`config.mk`:
```
export PLATFORM = sky130hd
export DESIGN_NAME = mac_operand_feeder
export DESIGN_NICKNAME = d
export VERILOG_FILES = /design/src/rtl/mac_operand_feeder.sv
export SDC_FILE = /design/constraint.sdc
export NUM_CORES = 1
export LEC_CHECK = 0
export ABC_AREA = 1
export BUFFER_PORTS_ARGS = -buffer_cell sky130_fd_sc_hd__buf_4
export CAP_MARGIN = 20
export CORE_ASPECT_RATIO = 0.6
export CORE_UTILIZATION = 37
export DETAILED_ROUTE_END_ITERATION = 10
export PLACE_DENSITY = 0.7
export REMOVE_ABC_BUFFERS = 1
export SYNTH_ARGS = -nofsm -noshare
export SYNTH_HDL_FRONTEND = slang
export SYNTH_SLANG_ARGS = --single-unit
```
`constraint.sdc`:
```
create_clock -name clk -period 2.6 [get_ports clk]
set_clock_uncertainty 0.2 [all_clocks]
set_input_delay 0.26 -clock clk [delete_from_list [all_inputs] [get_ports clk]]
set_output_delay 0.26 -clock clk [all_outputs]
set_load 0.05 [all_outputs]
```
`src/rtl/mac_operand_feeder.sv`:
```
// ============================================================================
// mac_operand_feeder : streams one dot product per output channel into the MAC
// Revision: 1.0
// ============================================================================
`default_nettype none

module mac_operand_feeder #(
    parameter int LATENCY  = 4,
    parameter int CIN_MAX  = 64,
    parameter int COUT_MAX = 64,
    parameter int FADDR_W  = 6,
    parameter int WADDR_W  = 12,
    parameter int F_W      = 8,
    parameter int W_W      = 8,
    parameter int ACC_W    = 32
) (
    input  logic                            clk,
    input  logic                            rst,
    input  logic                            cmd_valid,
    output logic                            cmd_ready,
    input  logic [$clog2(CIN_MAX+1)-1:0]    cmd_cin,
    input  logic [$clog2(COUT_MAX+1)-1:0]   cmd_cout,
    input  logic [FADDR_W-1:0]              cmd_fbase,
    input  logic [WADDR_W-1:0]              cmd_wbase,
    output logic                            f_rd_en,
    output logic [FADDR_W-1:0]              f_rd_addr,
    input  logic [F_W-1:0]                  f_rd_data,
    output logic                            w_rd_en,
    output logic [WADDR_W-1:0]              w_rd_addr,
    input  logic [W_W-1:0]                  w_rd_data,
    output logic [F_W-1:0]                  mac_feature,
    output logic [W_W-1:0]                  mac_weight,
    output logic                            mac_valid,
    output logic                            mac_clear,
    input  logic [ACC_W-1:0]                mac_accum,
    output logic                            res_valid,
    input  logic                            res_ready,
    output logic [ACC_W-1:0]                res_data,
    output logic [$clog2(COUT_MAX)-1:0]     res_idx,
    output logic                            res_last,
    output logic                            busy
);

    localparam int KW = $clog2(CIN_MAX + 1);
    localparam int NW = $clog2(COUT_MAX + 1);
    localparam int OW = $clog2(COUT_MAX);
    localparam int DW = (LATENCY > 0) ? $clog2(LATENCY + 1) : 1;

    typedef enum logic [1:0] {
        S_IDLE  = 2'd0,
        S_FETCH = 2'd1,
        S_DRAIN = 2'd2,
        S_OUT   = 2'd3
    } state_t;

    state_t             r_state;
    state_t             w_state_next;

    logic               r_cmd_ready;
    logic [KW-1:0]      r_cin;
    logic [NW-1:0]      r_cout;
    logic [FADDR_W-1:0] r_fbase;
    logic [WADDR_W-1:0] r_wrow;
    logic [KW-1:0]      r_k;
    logic [OW-1:0]      r_o;
    logic [DW-1:0]      r_drain;
    logic               r_mac_valid;
    logic               r_mac_clear;
    logic [ACC_W-1:0]   r_res_data;

    logic               w_cmd_fire;
    logic               w_k_last;
    logic               w_drain_last;
    logic               w_last_ch;
    logic               w_rd;

    assign w_cmd_fire   = cmd_valid && r_cmd_ready;
    assign w_k_last     = (r_k == r_cin - KW'(1));
    assign w_drain_last = (r_drain == DW'(LATENCY));
    assign w_last_ch    = ((NW'(r_o) + NW'(1)) == r_cout);

    always_ff @(posedge clk) begin
        if (rst) begin
            r_state <= S_IDLE;
        end else begin
            r_state <= w_state_next;
        end
    end

    always_comb begin
        w_state_next = r_state;
        w_rd         = 1'b0;
        f_rd_en      = 1'b0;
        w_rd_en      = 1'b0;
        f_rd_addr    = '0;
        w_rd_addr    = '0;
        res_valid    = 1'b0;
        res_last     = 1'b0;
        case (r_state)
            S_IDLE: begin
                if (w_cmd_fire) begin
                    if (cmd_cout == '0) begin
                        w_state_next = S_IDLE;
                    end else if (cmd_cin == '0) begin
                        w_state_next = S_OUT;
                    end else begin
                        w_state_next = S_FETCH;
                    end
                end
            end
            S_FETCH: begin
                w_rd      = 1'b1;
                f_rd_en   = 1'b1;
                w_rd_en   = 1'b1;
                f_rd_addr = r_fbase + FADDR_W'(r_k);
                w_rd_addr = r_wrow + WADDR_W'(r_k);
                if (w_k_last) begin
                    w_state_next = S_DRAIN;
                end
            end
            S_DRAIN: begin
                if (w_drain_last) begin
                    w_state_next = S_OUT;
                end
            end
            S_OUT: begin
                res_valid = 1'b1;
                res_last  = w_last_ch;
                if (res_ready) begin
                    if (w_last_ch) begin
                        w_state_next = S_IDLE;
                    end else if (r_cin == '0) begin
                        w_state_next = S_OUT;
                    end else begin
                        w_state_next = S_FETCH;
                    end
                end
            end
            default: begin
                w_state_next = S_IDLE;
            end
        endcase
    end

    always_ff @(posedge clk) begin
        if (rst) begin
            r_cmd_ready <= 1'b0;
            r_cin       <= '0;
            r_cout      <= '0;
            r_fbase     <= '0;
            r_wrow      <= '0;
            r_k         <= '0;
            r_o         <= '0;
            r_drain     <= '0;
            r_mac_valid <= 1'b0;
            r_mac_clear <= 1'b0;
            r_res_data  <= '0;
        end else begin
            r_cmd_ready <= (w_state_next == S_IDLE);
            r_mac_valid <= w_rd;
            r_mac_clear <= w_rd && (r_k == '0);
            case (r_state)
                S_IDLE: begin
                    if (w_cmd_fire) begin
                        r_cin      <= cmd_cin;
                        r_cout     <= cmd_cout;
                        r_fbase    <= cmd_fbase;
                        r_wrow     <= cmd_wbase;
                        r_k        <= '0;
                        r_o        <= '0;
                        r_res_data <= '0;
                    end
                end
                S_FETCH: begin
                    if (w_k_last) begin
                        r_k     <= '0;
                        r_drain <= '0;
                    end else begin
                        r_k <= r_k + KW'(1);
                    end
                end
                S_DRAIN: begin
                    r_drain <= r_drain + DW'(1);
                    if (w_drain_last) begin
                        r_res_data <= mac_accum;
                    end
                end
                S_OUT: begin
                    // Zeroing here is what a K==0 channel reports; K>0 overwrites it in DRAIN.
                    if (res_ready && !w_last_ch) begin
                        r_o        <= r_o + OW'(1);
                        r_wrow     <= r_wrow + WADDR_W'(r_cin);
                        r_res_data <= '0;
                    end
                end
                default: begin
                    r_k <= '0;
                end
            endcase
        end
    end

    assign cmd_ready   = r_cmd_ready;
    assign busy        = (r_state != S_IDLE);
    assign mac_valid   = r_mac_valid;
    assign mac_clear   = r_mac_clear;
    assign mac_feature = r_mac_valid ? f_rd_data : '0;
    assign mac_weight  = r_mac_valid ? w_rd_data : '0;
    assign res_data    = r_res_data;
    assign res_idx     = r_o;

endmodule

`default_nettype wire
```
* Word-level counts from Yosys, hierarchy flattened
Index checks and enable logic that the tools add are counted.
Widths: inputs -> output; s select.
** Word-level totals
- Register bits :: 85
- Latch bits :: 0
- Memory bits (writable) :: 0
- ROM bits :: 0
- Logic and storage cells :: 81
- Memories kept :: 0
** Cells by class
- Add/sub/neg operators :: 8
- Multipliers :: 0
- Div/mod/pow operators :: 0
- $lt $le $gt $ge :: 0
- Eq/ne operators :: 10
- Shift operators :: 0
- Multiplexer cells :: 31
- Bitwise logic cells :: 0
- Reduce and logical (&&, ||, !) cells :: 20
** Operators with widths (number)
- $mux 32 :: 3
- $pmux 32 s3 :: 1
- $mux 12 :: 3
- $logic_not 7->1 :: 4
- $add 12x7->12 :: 2
- $pmux 12 s2 :: 1
- $mux 6 :: 3
- $mux 2 :: 8
- $mux 8 :: 2
- $eq 7x7->1 :: 2
- $mux 7 :: 2
- $pmux 7 s2 :: 1
- $pmux 6 s2 :: 1
- $ne 2x2->1 const B :: 4
- $pmux 2 s4 :: 1
- $reduce_bool 2->1 :: 4
- $add 6x1->7 const B :: 1
- $add 7x1->7 const B :: 1
- $sub 7x1->7 const B :: 1
- $add 6x1->6 const B :: 1
- $add 6x6->6 :: 1
- $pmux 3 s2 :: 1
- $reduce_and 2->1 :: 3
- $eq 2x2->1 const B :: 2
- 11 further kinds :: 16

* Longest topological paths before layout
Gate-level depths: netlist of run 1.
- Depth in word-level cells :: 6
- Depth in mapped cells :: 16
- Depth with buffers taken out :: 15

* Worst setup path after synthesis of run 1
No wires, ideal clock.
- Kind :: register to output
- From :: register r_o[0], in the netlist res_idx[0]
- To :: output port res_last
- Data arrival time :: 2.338 ns
- Data required time :: 2.140 ns
- Slack :: -0.198 ns
- Cell stages (with the launch flop) :: 9
- Cell sequence :: dfxtp_1 -> ha_1 -> xnor2_1 -> nand2_1 -> nor2_2 -> nand2_1 -> nor2_2 -> nand2_4 -> nor2_1
** On the way
- Longest elaborated chain between the ends :: 3
** RTL lines
- from (decl) :: RTL line 65 : logic [OW-1:0] r_o;
- from (signal assigned) :: RTL line 191 : r_o <= r_o + OW'(1);
- $add 6x1->7 :: RTL line 80 : assign w_last_ch = ((NW'(r_o) + NW'(1)) == r_cout);
- $eq 7x7->1 :: RTL line 80
- $mux 1 :: RTL line 99 : case (r_state)
- to (decl) :: RTL line 40 : output logic res_last,
Every way passes these cells.

* Worst setup path in the final report of run 1
- From :: register r_wrow[0]
- To :: output port w_rd_addr[10]
** On the way
- Longest elaborated chain between the ends :: 2
** RTL lines
- from (decl) :: RTL line 63 : logic [WADDR_W-1:0] r_wrow;
- from (signal assigned) :: RTL line 168 : r_wrow <= cmd_wbase;
- from (signal assigned) :: RTL line 192 : r_wrow <= r_wrow + WADDR_W'(r_cin);
- $add 12x7->12 :: RTL line 116 : w_rd_addr = r_wrow + WADDR_W'(r_k);
- $mux 12 :: RTL line 99
- to (decl) :: RTL line 29 : output logic [WADDR_W-1:0] w_rd_addr,
Every way passes these cells.

==> impl_metrics.env, run 1 <==
export IMPL_htree_levels=3
export IMPL_holdPathStages=3
export IMPL_place_ws_ns=0.124
export IMPL_cts_buffers=9
export IMPL_crit_start="r_wrow[0]$_SDFFE_PP0P_"
export IMPL_fmax_mhz=387
export IMPL_vias=5511
export IMPL_io_pins=164
export IMPL_hold_path_class="input pin to flip-flop"
export IMPL_grt_pass1_wl_mm=25.3
export IMPL_drv_slew=0
export IMPL_synth_seq_cells=85
export IMPL_crit_fanout=4
export IMPL_fin_nets=1060
export IMPL_hp_start="cmd_cin[3]"
export IMPL_finalCritPeriodShare_pct=99.3
export IMPL_synthCells=742
export IMPL_seqPwrFrac_pct=39.2
export IMPL_clock_sinks=85
export IMPL_worstSetupEndpointType="primary output"
export IMPL_setup_tns_ns=0
export IMPL_grt_max_degree=34
export IMPL_critPathLaunchType="flip-flop"
export IMPL_die_area_sq_um=14100
export IMPL_switching_share_pct=34.8
export IMPL_combinationalPowerShare_pct=27.1
export IMPL_gr_total_overflow=0
export IMPL_synth_edff_count=0
export IMPL_r2r_cells=13
export IMPL_cts_clk_slew_worst_paths_ns=0.07
export IMPL_rrSetupSlack_ns=0.24
export IMPL_die_w_um=153
export IMPL_synth_warnings=0
export IMPL_ant_nets=0
export IMPL_relSlewSlack_pct=63.1
export IMPL_power_mw=3.78
export IMPL_antenna_found_initial=0
export IMPL_status="completed"
export IMPL_track_usage_pct=22.1
export IMPL_rsz0062_at_grt="true"
export IMPL_path_class="flip-flop to primary output"
export IMPL_dr_pass1_iters=5
export IMPL_tightestPinTransition_ns=0.553
export IMPL_async_reset_ff_share_pct=0
export IMPL_instances_no_fill=1123
export IMPL_setup_viol=0
export IMPL_vias_per_cell=4.91
export IMPL_portBuffers=163
export IMPL_grt_pass1_vias=5133
export IMPL_clk_latency_ns=0.35
export IMPL_wire_per_inst_um=13.7
export IMPL_die_h_um=92.5
export IMPL_fillers=1244
export IMPL_cts_root_buffer="clkbuf_16"
export IMPL_holdWs_ns=0.00487
export IMPL_tritoncts="yes"
export IMPL_p_per_area_nw_per_um2=513
export IMPL_drc_errors=0
export IMPL_r2r_start="r_cin[0]$_SDFFE_PP0P_"
export IMPL_yosysSeqAreaShare_pct=33.7
export IMPL_fin_crit_ns=2.58
export IMPL_syn_to_final_growth_pct=46.2
export IMPL_whs_endpoint="r_cin[3]$_SDFFE_PP0P_"
export IMPL_critPathRequiredTime_ns=2.14
export IMPL_routed_wl_mm=15.4
export IMPL_reg2reg_to="r_wrow[10]$_SDFFE_PP0P_"
export IMPL_rows=32
export IMPL_core_area_sq_um=13100
export IMPL_syn_area_sq_um=5050
export IMPL_drtIter0Drc=281
export IMPL_p_int_mw=2.47
export IMPL_p_leak_nw=3.56
export IMPL_ys_types=40
export IMPL_cap_violations=0
export IMPL_switchingPower_mw=1.32
export IMPL_timing_final_ws_setup_ns=0.0192
export IMPL_p_clk_share_pct=33.7
export IMPL_place_hpwl_mm=10.9
export IMPL_cts_buffer_depth=2
export IMPL_avgSynthCellArea_sq_um=6.81
export IMPL_peakVddDrop_mv=0.332
export IMPL_hold_viol=0
export IMPL_n_antenna_cell=0
export IMPL_place_inst=1062
export IMPL_floorplan_initialDensity_pct=38.6
export IMPL_gp_routability_congestion=0.897
export IMPL_synthFlopType="dfxtp_1"
export IMPL_drive_gt1_share_pct=27.0
export IMPL_critical_path_arrival_ns=2.12
registers in the layout, summed over array words and instances, names as in the netlist:
name,flops
r_drain,3
res_data,32
r_cin,7
r_fbase,6
r_k,7
mac_valid,1
r_state,2
res_idx,6
mac_clear,1
cmd_ready,1
r_wrow,12
r_cout,7
power groups by stage:
| stage | sequential [mW] | combinational [mW] | clock, mW |
|---|---|---|---|
| final | 1.48 | 1.02 | 1.28 |
| after global routing | 1.50 | 1.12 | 1.36 |
| after CTS | 1.48 | 1.01 | 1.30 |
| after detailed placement | 1.51 | 0.939 | 0 |
| after global placement | 1.51 | 0.932 | 0 |
| after floorplan | 1.65 | 0.444 | 0 |
repair_timing:
item,in CTS,in global routing
buffers inserted,3,0
pin swaps,5,10
resized for setup,28,25
setup endpoints to repair,13,12
hold endpoints to repair,48,0
cloned,0,0
hold buffers,42,0
Yosys cell counts (2+ instances only):
library cell	n	area share [%]
a21o_1	2	0.30
nand3_1	35	3.5
a31oi_1	3	0.37
clkbuf_1	24	1.8
nand3_2	3	0.59
inv_1	74	5.5
o22ai_1	6	0.74
a21oi_2	2	0.35
o21ai_1	26	2.6
fa_1	3	1.2
nand3b_1	2	0.30
xor2_1	14	2.4
nand2_2	3	0.37
nand2_1	118	8.8
nor3_1	6	0.59
nand4_1	7	0.87
nor4_1	2	0.25
clkinv_1	2	0.15
a21oi_1	64	6.3
nor2_2	3	0.37
dfxtp_1	85	34
xnor2_1	5	0.87
ha_1	25	6.2
nand2_4	3	0.67
nor2_1	132	9.8
o21bai_1	2	0.30
buf_6	8	1.8
o21ai_0	71	7.0
routing by layer:
layer | share of wire (%) | GRT usage, % | up-vias
met5 | 0 | 0 | -
met4 | 1.0 | 4.29 | 0
met3 | 6.5 | 5.80 | 16
met2 | 43 | 34.3 | 175
met1 | 50 | 30.7 | 2484
li1 | - | - | 2836
critical path: stages, from the launching register on:
cell	delay, ns
dfxtp_4	0.36
ha_4	0.16
fa_2	0.36
nand3_2	0.07
nand3_2	0.08
nand4_1	0.08
o211ai_1	0.20
nand2_1	0.12
o21ai_1	0.06
nor2_1	0.11
buf_6	0.17
worst max-delay path by stage:
stage	end	slack [ns]
6_report	w_rd_addr[10]	0.02
4_1_cts	w_rd_addr[10]	-0.03
2_1_floorplan	f_rd_addr[5]	-1.36
3_5_place_dp	w_rd_addr[9]	0.12
3_3_place_gp	w_rd_addr[9]	0.13
5_1_grt	w_rd_addr[8]	-0.09
cells by family after synthesis:
kind of cell	after synthesis	share of synthesized area, %
fa+ha+maj	28	7.38
simple gates	318	26.9
flops	85	33.7
compound gates	182	19.2
xor+xnor	19	3.29
buf+inv	110	9.54
cell usage in the layout (no fill, tap or decap), drive strengths merged:
cell | synthesis | routed
a211oi | 1 | 1
a21o | 2 | 2
a21oi | 67 | 67
a22oi | 1 | 1
a31oi | 3 | 3
buf | 9 | 186
clkbuf | 24 | 9
clkinv | 2 | 3
clkinvlp | 0 | 1
dfxtp | 85 | 85
dlygate4sd3 | 0 | 42
fa | 3 | 3
ha | 25 | 25
inv | 75 | 80
nand2 | 125 | 125
nand3 | 38 | 38
nand3b | 2 | 2
nand4 | 7 | 7
nor2 | 136 | 136
nor3 | 6 | 6
nor4 | 2 | 2
o211ai | 1 | 1
o21ai | 98 | 98
o21bai | 3 | 3
o22ai | 6 | 6
or2 | 2 | 2
xnor2 | 5 | 5
xor2 | 14 | 14
final cells by class:
class	count	area [sq um]	area share, %
inverter	77	295	4.00
clock inverter	7	62.6	0.847
tap	170	213	2.88
timing repair buffer	228	1850	25.0
sequential	85	1730	23.4
clock buffer	9	225	3.05
multi-input combinational	547	3010	40.8
metrics by stage:
step | utilization, % | instance area, sq um
floorplan | - | 4860
global placement | 49.4 | 6460
detailed placement | 49.4 | 6460
CTS | 55.7 | 7300
global route | 56.4 | 7380
finish | 56.4 | 7380
No activity file was read; power rests on OpenSTA's default activity.
==> run 2, diff against run 1 <==
--- a/config.mk
+++ b/config.mk
@@ -11,6 +11,7 @@
 export CORE_ASPECT_RATIO = 0.6
 export CORE_UTILIZATION = 37
 export DETAILED_ROUTE_END_ITERATION = 10
+export HOLD_SLACK_MARGIN = 0.12
 export PLACE_DENSITY = 0.7
 export REMOVE_ABC_BUFFERS = 1
 export SYNTH_ARGS = -nofsm -noshare
==> impl_metrics.env, run 2 (synthesis gave the netlist of run 1 again) <==
export IMPL_status="finished with violations"
export IMPL_failed_checks="negative setup slack"
export IMPL_vias=5644
export IMPL_relSlewSlack_pct=63.2
export IMPL_syn_to_final_growth_pct=51.8
export IMPL_fillers=1199
export IMPL_place_hpwl_mm=10.9
export IMPL_rows=32
export IMPL_setup_viol=1
export IMPL_track_usage_pct=22.8
export IMPL_rrSetupSlack_ns=0.25
export IMPL_hold_path_class="input pin to flip-flop"
export IMPL_critPathLaunchType="flip-flop"
export IMPL_cts_buffers=9
export IMPL_die_w_um=153
export IMPL_p_clk_share_pct=33.4
export IMPL_critical_path_arrival_ns=2.15
export IMPL_gr_total_overflow=0
export IMPL_combinationalPowerShare_pct=27.8
export IMPL_routed_wl_mm=16.1
export IMPL_seqCellArea_sq_um=1730
export IMPL_multi_input_area_sq_um=3040
export IMPL_cts_clk_slew_worst_paths_ns=0.07
export IMPL_p_per_area_nw_per_um2=499
export IMPL_hold_viol=0
export IMPL_crit_start="r_wrow[0]$_SDFFE_PP0P_"
export IMPL_drc_errors=0
export IMPL_holdWs_ns=0.143
export IMPL_gp_routability_congestion=0.897
export IMPL_tritoncts="yes"
export IMPL_drtIter0Drc=340
export IMPL_peakVddDrop_mv=0.335
export IMPL_floorplan_initialDensity_pct=38.6
export IMPL_clock_sinks=85
export IMPL_p_int_mw=2.49
export IMPL_dr_pass1_iters=5
export IMPL_grt_pass1_wl_mm=26.1
export IMPL_cts_buffer_depth=2
export IMPL_fin_crit_ns=2.61
export IMPL_instances_no_fill=1150
export IMPL_die_area_sq_um=14100
export IMPL_fin_nets=1087
export IMPL_die_h_um=92.5
export IMPL_path_class="flip-flop to primary output"
export IMPL_ant_nets=0
export IMPL_cap_violations=0
export IMPL_layout_cells_most_common="buf_4"
export IMPL_critPathRequiredTime_ns=2.14
export IMPL_rsz0062_at_grt="true"
export IMPL_place_inst=1062
export IMPL_finalCritPeriodShare_pct=100
export IMPL_critPathMaxStageDelay_ns=0.37
export IMPL_switchingPower_mw=1.34
export IMPL_worst_path_most_repeated_cell="nand3_2"
export IMPL_r2r_cells=13
export IMPL_core_area_sq_um=13100
export IMPL_cp_slowest_cell="fa_2"
export IMPL_largest_reg_flops=32
export IMPL_tightestPinTransition_ns=0.551
export IMPL_vias_per_cell=4.91
export IMPL_switching_share_pct=34.9
export IMPL_place_ws_ns=0.124
export IMPL_io_pins=164
export IMPL_grt_pass1_vias=5334
export IMPL_clk_latency_ns=0.35
export IMPL_worstSetupEndpointType="primary output"
export IMPL_htree_levels=3
export IMPL_r2r_start="r_cin[0]$_SDFFE_PP0P_"
export IMPL_crit_fanout=4
export IMPL_crit_chain="ha_4 -> fa_2 -> nand3_2 -> nand3_2 -> nand4_1 -> o211ai_1 -> nand2_1 -> o21ai_1 -> nor2_1 -> buf_6"
export IMPL_antenna_found_initial=0
export IMPL_post_route_cell_area_sq_um=7670
export IMPL_wire_per_inst_um=14.0
export IMPL_drive_gt1_share_pct=26.7
export IMPL_power_mw=3.83
export IMPL_timing_final_ws_setup_ns=-0.00590
export IMPL_grt_max_degree=34
export IMPL_endpoint="w_rd_addr[10]"
export IMPL_seqPwrFrac_pct=38.8
export IMPL_portBuffers=163
export IMPL_cts_root_buffer="clkbuf_16"
export IMPL_fmax_mhz=384
export IMPL_n_antenna_cell=0
export IMPL_drv_slew=0
export IMPL_final_cell_mix="buf_4 (183), nor2_1 (130), nand2_1 (115), inv_1 (73), dfxtp_1 (73)"
export IMPL_dpl_cell_area_sq_um=6460
export IMPL_reg2reg_to="r_wrow[10]$_SDFFE_PP0P_"
export IMPL_p_leak_nw=3.68
run 2: power groups by stage:
stage          Sequential, mW  Combinational [mW]  Clock, mW
4_1_cts                  1.48                1.04       1.30
2_1_floorplan            1.65               0.444          0
6_report                 1.49                1.06       1.28
3_3_place_gp             1.51               0.932          0
5_1_grt                  1.50                1.16       1.36
3_5_place_dp             1.51               0.939          0
run 2: routing by layer:
layer	track usage, %	up-vias	share of wire, %
met3	5.76	15	6.2
li1	-	2889	-
met5	0	-	0
met2	36.4	191	44
met1	31.1	2549	50
met4	4.38	0	0.68
run 2: metrics by stage:
stage | setup TNS (ns) | utilization, %
6_report | -0.00590 | 58.6
3_3_place_gp | 0 | 49.4
3_5_place_dp | 0 | 49.4
5_1_grt | -0.329 | 58.6
2_1_floorplan | -24.13 | -
4_1_cts | -0.0282 | 57.6
run 2: how the worst min path moves through the flow:
stage	cells after the start	from	endpoint	slack, ns
finish	5	res_ready	cmd_ready$_SDFF_PP0_	0.14
global route	5	res_ready	cmd_ready$_SDFF_PP0_	0.17
CTS	5	res_ready	cmd_ready$_SDFF_PP0_	0.13
detailed placement	2	r_drain[1]$_SDFFE_PP0P_	r_drain[1]$_SDFFE_PP0P_	0.28
global placement	2	r_drain[1]$_SDFFE_PP0P_	r_drain[1]$_SDFFE_PP0P_	0.27
floorplan	1	rst	res_idx[0]$_SDFFE_PP0P_	0.12
run 2: timing repair:
action,in CTS,in global routing
endpoints found under the setup margin,13,12
gates resized for setup,28,29
setup buffers,3,3
pin swaps,5,11
hold buffers,67,0
hold endpoints to repair,71,0
run 2: area by class of cell:
| type | count | share of cell area, % |
|---|---|---|
| multi-input cells | 547 | 39.6 |
| clock buffers | 9 | 2.94 |
| flip-flops and latches | 85 | 22.5 |
| repair buffers | 255 | 27.5 |
| well taps | 170 | 2.77 |
| inverters | 77 | 3.85 |
| clock inverters | 7 | 0.816 |
run 2: worst max-delay path, delay by kind of cell, from the launching register on:
family	cells	cell delay [ns]
buffers and inverters	1	0.17
AND/OR/NAND/NOR	5	0.47
AO/OA/AOI/OAI	2	0.27
flip-flops	1	0.36
adder cells (fa/ha/maj)	2	0.53
